File: config.mk
export PLATFORM = sky130hd
export DESIGN_NAME = mcycle_unit
export DESIGN_NICKNAME = d
export VERILOG_FILES = /design/src/rtl/mcycle_unit.sv
export SDC_FILE = /design/constraint.sdc
export NUM_CORES = 1
export LEC_CHECK = 0
export BUFFER_PORTS_ARGS = -buffer_cell sky130_fd_sc_hd__buf_4
export CAP_MARGIN = 10
export CORE_MARGIN = 2
export CORE_UTILIZATION = 62
export DETAILED_ROUTE_END_ITERATION = 6
export GPL_TIMING_DRIVEN = 0
export PLACE_DENSITY_LB_ADDON = 0.1
export SLEW_MARGIN = 20
export SYNTH_ARGS = -nofsm -noshare
export SYNTH_HDL_FRONTEND = slang
export SYNTH_SLANG_ARGS = --single-unit
File: constraint.sdc
create_clock -name CLK -period 6.7 [get_ports CLK]
set_input_delay 1.34 -clock CLK [delete_from_list [all_inputs] [get_ports CLK]]
set_output_delay 1.34 -clock CLK [all_outputs]
set_load 0.03 [all_outputs]
File: src/rtl/mcycle_unit.sv
// mcycle_unit: iterative multiply/divide unit sitting beside the ALU in EX.
// One shift-add (multiply) or restoring shift-subtract (divide) step per
// cycle for WIDTH cycles. Signed operations work on magnitudes and the sign
// is fixed up on the way into DONE, so signedness costs no extra cycle.
module mcycle_unit #(
  parameter int WIDTH = 32
) (
  input  logic             CLK,
  input  logic             RESET_n,
  input  logic             Start,
  input  logic             Flush,
  input  logic [1:0]       MCycleOp,
  input  logic [WIDTH-1:0] Operand1,
  input  logic [WIDTH-1:0] Operand2,
  output logic [WIDTH-1:0] Result1,
  output logic [WIDTH-1:0] Result2,
  output logic             Busy,
  output logic             Done
);

  localparam int CW = (WIDTH > 1) ? $clog2(WIDTH) : 1;

  typedef enum logic [1:0] {
    ST_IDLE    = 2'd0,
    ST_COMPUTE = 2'd1,
    ST_DONE    = 2'd2
  } state_t;

  state_t             state_reg, state_next;
  logic [CW-1:0]      count_reg;
  logic [2*WIDTH-1:0] acc_reg;      // multiply: {high, low}; divide: {remainder, quotient}
  logic [WIDTH-1:0]   opa_reg;      // multiplicand magnitude
  logic [WIDTH-1:0]   opb_reg;      // multiplier / divisor magnitude
  logic               op_div_reg;
  logic               neg_a_reg;    // operand sign bits, only set in signed mode
  logic               neg_b_reg;
  logic [WIDTH-1:0]   result1_reg, result2_reg;

  logic               start_ok;
  logic               last_iter;
  logic               neg_a_in, neg_b_in;
  logic [WIDTH-1:0]   mag_a_in, mag_b_in;

  logic [WIDTH:0]     mul_sum;
  logic [2*WIDTH-1:0] mul_step;
  logic [WIDTH:0]     div_trial;
  logic               div_ge;
  logic [WIDTH-1:0]   div_sub;
  logic [2*WIDTH-1:0] div_step;
  logic [2*WIDTH-1:0] acc_next;
  logic [2*WIDTH-1:0] prod_fix;
  logic [WIDTH-1:0]   result1_next, result2_next;

  // A new operation is accepted only outside COMPUTE, and a flush always drops it
  assign start_ok  = Start && !Flush && (state_reg != ST_COMPUTE);
  assign last_iter = (state_reg == ST_COMPUTE) && !Flush && (count_reg == CW'(WIDTH - 1));

  assign neg_a_in = MCycleOp[1] & Operand1[WIDTH-1];
  assign neg_b_in = MCycleOp[1] & Operand2[WIDTH-1];
  // The most-negative value negates to itself, which read unsigned is 2^(WIDTH-1)
  assign mag_a_in = neg_a_in ? -Operand1 : Operand1;
  assign mag_b_in = neg_b_in ? -Operand2 : Operand2;

  // State register
  always_ff @(posedge CLK or negedge RESET_n) begin
    if (!RESET_n) state_reg <= ST_IDLE;
    else          state_reg <= state_next;
  end

  // Next-state logic
  always_comb begin
    state_next = state_reg;
    case (state_reg)
      ST_IDLE:    if (start_ok) state_next = ST_COMPUTE;
      ST_COMPUTE: begin
        if (Flush)          state_next = ST_IDLE;
        else if (last_iter) state_next = ST_DONE;
      end
      ST_DONE:    state_next = start_ok ? ST_COMPUTE : ST_IDLE;
      default:    state_next = ST_IDLE;
    endcase
  end

  // Outputs: Busy rises combinationally with an accepted Start so the issuer stalls at once
  always_comb begin
    Busy = (state_reg == ST_COMPUTE) || start_ok;
    Done = (state_reg == ST_DONE);
  end

  // One iteration of either algorithm, plus sign correction of its outcome
  always_comb begin
    // Shift-add: conditionally add the multiplicand to the high half, then shift right
    mul_sum  = {1'b0, acc_reg[2*WIDTH-1:WIDTH]} + {1'b0, opa_reg & {WIDTH{acc_reg[0]}}};
    mul_step = {mul_sum, acc_reg[WIDTH-1:1]};

    // Restoring divide: bring the next dividend bit into the remainder and trial-subtract
    div_trial = {acc_reg[2*WIDTH-1:WIDTH], acc_reg[WIDTH-1]};
    div_ge    = (div_trial >= {1'b0, opb_reg});
    div_sub   = div_trial[WIDTH-1:0] - opb_reg;
    div_step  = div_ge ? {div_sub, acc_reg[WIDTH-2:0], 1'b1}
                       : {div_trial[WIDTH-1:0], acc_reg[WIDTH-2:0], 1'b0};

    acc_next = op_div_reg ? div_step : mul_step;

    prod_fix = (neg_a_reg ^ neg_b_reg) ? -acc_next : acc_next;

    if (!op_div_reg) begin
      result1_next = prod_fix[WIDTH-1:0];
      result2_next = prod_fix[2*WIDTH-1:WIDTH];
    end else begin
      // Divide by zero yields all-ones quotient regardless of signs
      if (opb_reg == '0)
        result1_next = '1;
      else if (neg_a_reg ^ neg_b_reg)
        result1_next = -acc_next[WIDTH-1:0];
      else
        result1_next = acc_next[WIDTH-1:0];
      // Remainder follows the dividend's sign (truncating division)
      result2_next = neg_a_reg ? -acc_next[2*WIDTH-1:WIDTH] : acc_next[2*WIDTH-1:WIDTH];
    end
  end

  // Datapath registers: operand capture on Start, stepping in COMPUTE, results on the last step
  always_ff @(posedge CLK or negedge RESET_n) begin
    if (!RESET_n) begin
      count_reg   <= '0;
      acc_reg     <= '0;
      opa_reg     <= '0;
      opb_reg     <= '0;
      op_div_reg  <= 1'b0;
      neg_a_reg   <= 1'b0;
      neg_b_reg   <= 1'b0;
      result1_reg <= '0;
      result2_reg <= '0;
    end else if (start_ok) begin
      count_reg  <= '0;
      op_div_reg <= MCycleOp[0];
      neg_a_reg  <= neg_a_in;
      neg_b_reg  <= neg_b_in;
      opa_reg    <= mag_a_in;
      opb_reg    <= mag_b_in;
      // Multiply shifts the multiplier out of the low half; divide shifts the dividend
      acc_reg    <= MCycleOp[0] ? {{WIDTH{1'b0}}, mag_a_in} : {{WIDTH{1'b0}}, mag_b_in};
    end else if ((state_reg == ST_COMPUTE) && !Flush) begin
      acc_reg   <= acc_next;
      count_reg <= count_reg + CW'(1);
      if (last_iter) begin
        result1_reg <= result1_next;
        result2_reg <= result2_next;
      end
    end
  end

  assign Result1 = result1_reg;
  assign Result2 = result2_reg;

endmodule

==> results_dict.tcl <==
set metrics [dict create \
    run_status "complete, but fails checks" \
    violations "design-rule violations" \
    gp_congestion 1.11 \
    via_count 17900 \
    min_from "opa_reg[9]" \
    worstSetupStartpointType "flop" \
    ir_worst_vdd_mv 0.263 \
    clock_sinks 202 \
    arrival_ns 7.01 \
    antenna_found_initial 0 \
    route.detailed.drc 5 \
    netlist_area_um2 16500 \
    die_area_um2 27900 \
    final.setup_skew_ns 0.0397 \
    setup_slack_ns 0.111 \
    finalMaxSlewViolations 0 \
    clk-insertion-delay-late_ns 0.55 \
    synth_cell_types 92 \
    synth_edf_count 0 \
    yosys_warnings 0 \
    async_flop_share_pct 100 \
    initial_core_util_pct 63.3 \
    p_leak_nw 8.26 \
    diodes 0 \
    final_hold_viol_count 0 \
    cts_tree "done" \
    grt_pass1_wl_um 95300 \
    io_buffers 134 \
    maxCapViolations 0 \
    required_ns 7.12 \
    synth.area.top_cells "dfrtp_1, o21ai_0, nand2_1, a21oi_1, ha_1" \
    cts_buffers 23 \
    cts_max_path_buffers 3 \
    hold_class "reg -> reg" \
    io_pins 136 \
    syn_to_final_growth_pct 13.9 \
    worstSetupStartpoint "op_div_reg" \
    syn-num-nets 2242 \
    grt_max_degree 85 \
    wire_per_inst_um 23.8 \
    endpoint_kind "flop" \
    final-seq-area_um2 5050 \
    totalWireLength_um 62200 \
    drt_iter0_drc 2456 \
    core_area_um2 26100 \
    drtPass1Iterations 7 \
    die-height_um 167 \
    clock-root-buffer "clkbuf_16" \
    rsz0062_at_grt "false" \
    grt_use_total_pct 43.6 \
    fin_crit_ns 6.59 \
    pre_cts_slack_ns -0.519 \
    drive_above_1_share_pct 10.7 \
    fmax_ghz 0.152 \
    synth_top_cell_by_area "dfrtp_1" \
    path_clk_slew_ns 0.06 \
    ys_seq_area_share_pct 30.7 \
    hpwl_um 48900 \
    largest_register_ffs 64 \
    synthFlopType "dfrtp_1" \
    synth_seq_cells 202 \
    stdcell_count 2610 \
    crit_type "reg -> reg" \
    critPathMaxFanout 19 \
    htreeDepth 1 \
    first_global_vias 17000 \
    tightestPinTransition_ns 1.32 \
    nFillCells 2104 \
    grt.overflow.total 0 \
    maxSlewHeadroom_pct 11.4 \
    fp.dieW_um 167 \
    r2r_start "op_div_reg" \
    vias_per_cell 6.85 \
    synth.top_cell.area_share_pct 30.7 \
    drt.antenna.violating_nets 0 \
    multi_input_area_um2 10700 \
    synth_cells 2100 \
    nNetsFinal 2402 \
    syn-mean-instance-area_um2 7.85 \
    finalCritPeriodShare_pct 98.3 \
    setup_violations 0 \
    post_cts_buffers 0 \
    rows 59 \
    place_inst 2571 \
    power_density_nw_per_um2 388 \
]
-- metrics by stage --
step | setup TNS (ns) | utilization (%) | area [um^2] | hold WS (ns) | power (W)
global placement | -1.07 | 68.7 | 17900 | 0.455 | 0.00567
global route | 0 | 72.0 | 18800 | 0.499 | 0.00761
finish | 0 | 72.0 | 18800 | 0.475 | 0.00729
floorplan | 0 | - | 16500 | 0.438 | 0.00447
CTS | 0 | 71.9 | 18700 | 0.476 | 0.00705
detailed placement | -1.60 | 69.0 | 18000 | 0.462 | 0.00575
-- critical path, cell delays in order, from the launching register on --
cell and delay [ns]:
dfrtp_1 0.32, buf_2 0.22, buf_2 0.30, buf_2 0.35, buf_2 0.35, buf_4 0.27
buf_2 0.28, clkbuf_4 0.32, buf_6 0.28, mux2i_1 0.39, ha_1 0.26, o21ai_1 0.21
nor4_4 0.40, or3b_1 0.40, clkbuf_1 0.23, nor4_4 0.42, and3_1 0.27, o2bb2ai_1 0.24
a21oi_2 0.25, o21ai_1 0.18, a21oi_1 0.22, xor2_1 0.21, o21ai_1 0.08
-- power breakdown --
group / internal, W / switching [W]
Sequential: 0.00142 / 0.000276
Combinational: 0.00145 / 0.00285
Clock: 0.000756 / 0.000540
-- placed cells by master (no fill, tap or decap), drive strengths merged, types with 7 or more instances in the layout --
| master | n |
|---|---|
| a31oi | 27 |
| o22ai | 14 |
| o21bai | 15 |
| or3 | 20 |
| o21ai | 223 |
| o211ai | 45 |
| xor2 | 67 |
| a22o | 20 |
| nor3 | 46 |
| o31a | 8 |
| nor2b | 9 |
| nand3 | 36 |
| inv | 77 |
| o41ai | 7 |
| buf | 164 |
| dfrtp | 202 |
| a21o | 19 |
| o21a | 7 |
| nor2 | 190 |
| nor4 | 30 |
| nor3b | 9 |
| and2 | 42 |
| and4 | 7 |
| or4 | 8 |
| nand3b | 8 |
| nand2b | 16 |
| ha | 70 |
| xnor2 | 90 |
| clkbuf | 124 |
| o31ai | 20 |
| a21boi | 7 |
| a211oi | 14 |
| a21oi | 185 |
| nand4 | 28 |
| and3 | 19 |
| nand2 | 258 |
| mux2i | 46 |
-- synthesized netlist by cell type (all sizes together), types with 19 or more instances --
cell type / n
inv: 75
nor2: 190
o211ai: 45
dfrtp: 202
xor2: 67
mux2i: 46
and3: 19
or3: 20
a21o: 19
nor4: 30
nand3: 36
nand4: 28
ha: 70
clkbuf: 93
a21oi: 185
nand2: 258
nor3: 46
xnor2: 90
o31ai: 20
a31oi: 27
o21ai: 223
a22o: 20
and2: 42
buf: 30
-- cells by family after synthesis --
group	count (synthesis)	synth area share, %
adders and majority gates	72	5.56
muxes	51	3.16
DFF	202	30.7
xor gates and xnor gates	157	8.34
AOI/OAI and AO/OA	676	25.6
buffers and inverters	198	4.84
and+or+nand+nor	744	21.8
-- routing by layer --
layer,vias to the layer above,wire [um],global-route usage [%]
met1,8478,23800,56.4
met4,0,4360,25.9
met5,-,0,0
li1,7913,-,-
met2,1238,27500,68.9
met3,250,6590,7.53
-- final cells by class --
type                       instances  area share (%)
inverter                          75            1.50
sequential                       202            26.9
buffer                           122            2.78
multi-input combinational       1700            56.8
timing repair buffer             136            5.69
tap                              335            2.23
clock inverter                    10           0.647
clock buffer                      30            3.42
-- final timing paths --
path / endpoint / slack [ns] / cells past startpoint
max in group asynchronous: Result1[21] / 5.18 / 2
min in group asynchronous: acc_reg[44] / 0.73 / 1
worst min-delay path: opa_reg[9] / 0.48 / 2
worst max-delay path: Result2[22] / 0.11 / 22
worst max register to register: Result2[22] / 0.11 / 22
worst min register to register: opa_reg[9] / 0.48 / 2
-- what timing repair did --
action,4_1_cts,5_1_grt
gates resized for setup,3,7
hold buffers,0,0
setup endpoints to repair,8,5
hold endpoints to repair,0,0
No activity file was read; power rests on OpenSTA's default activity.
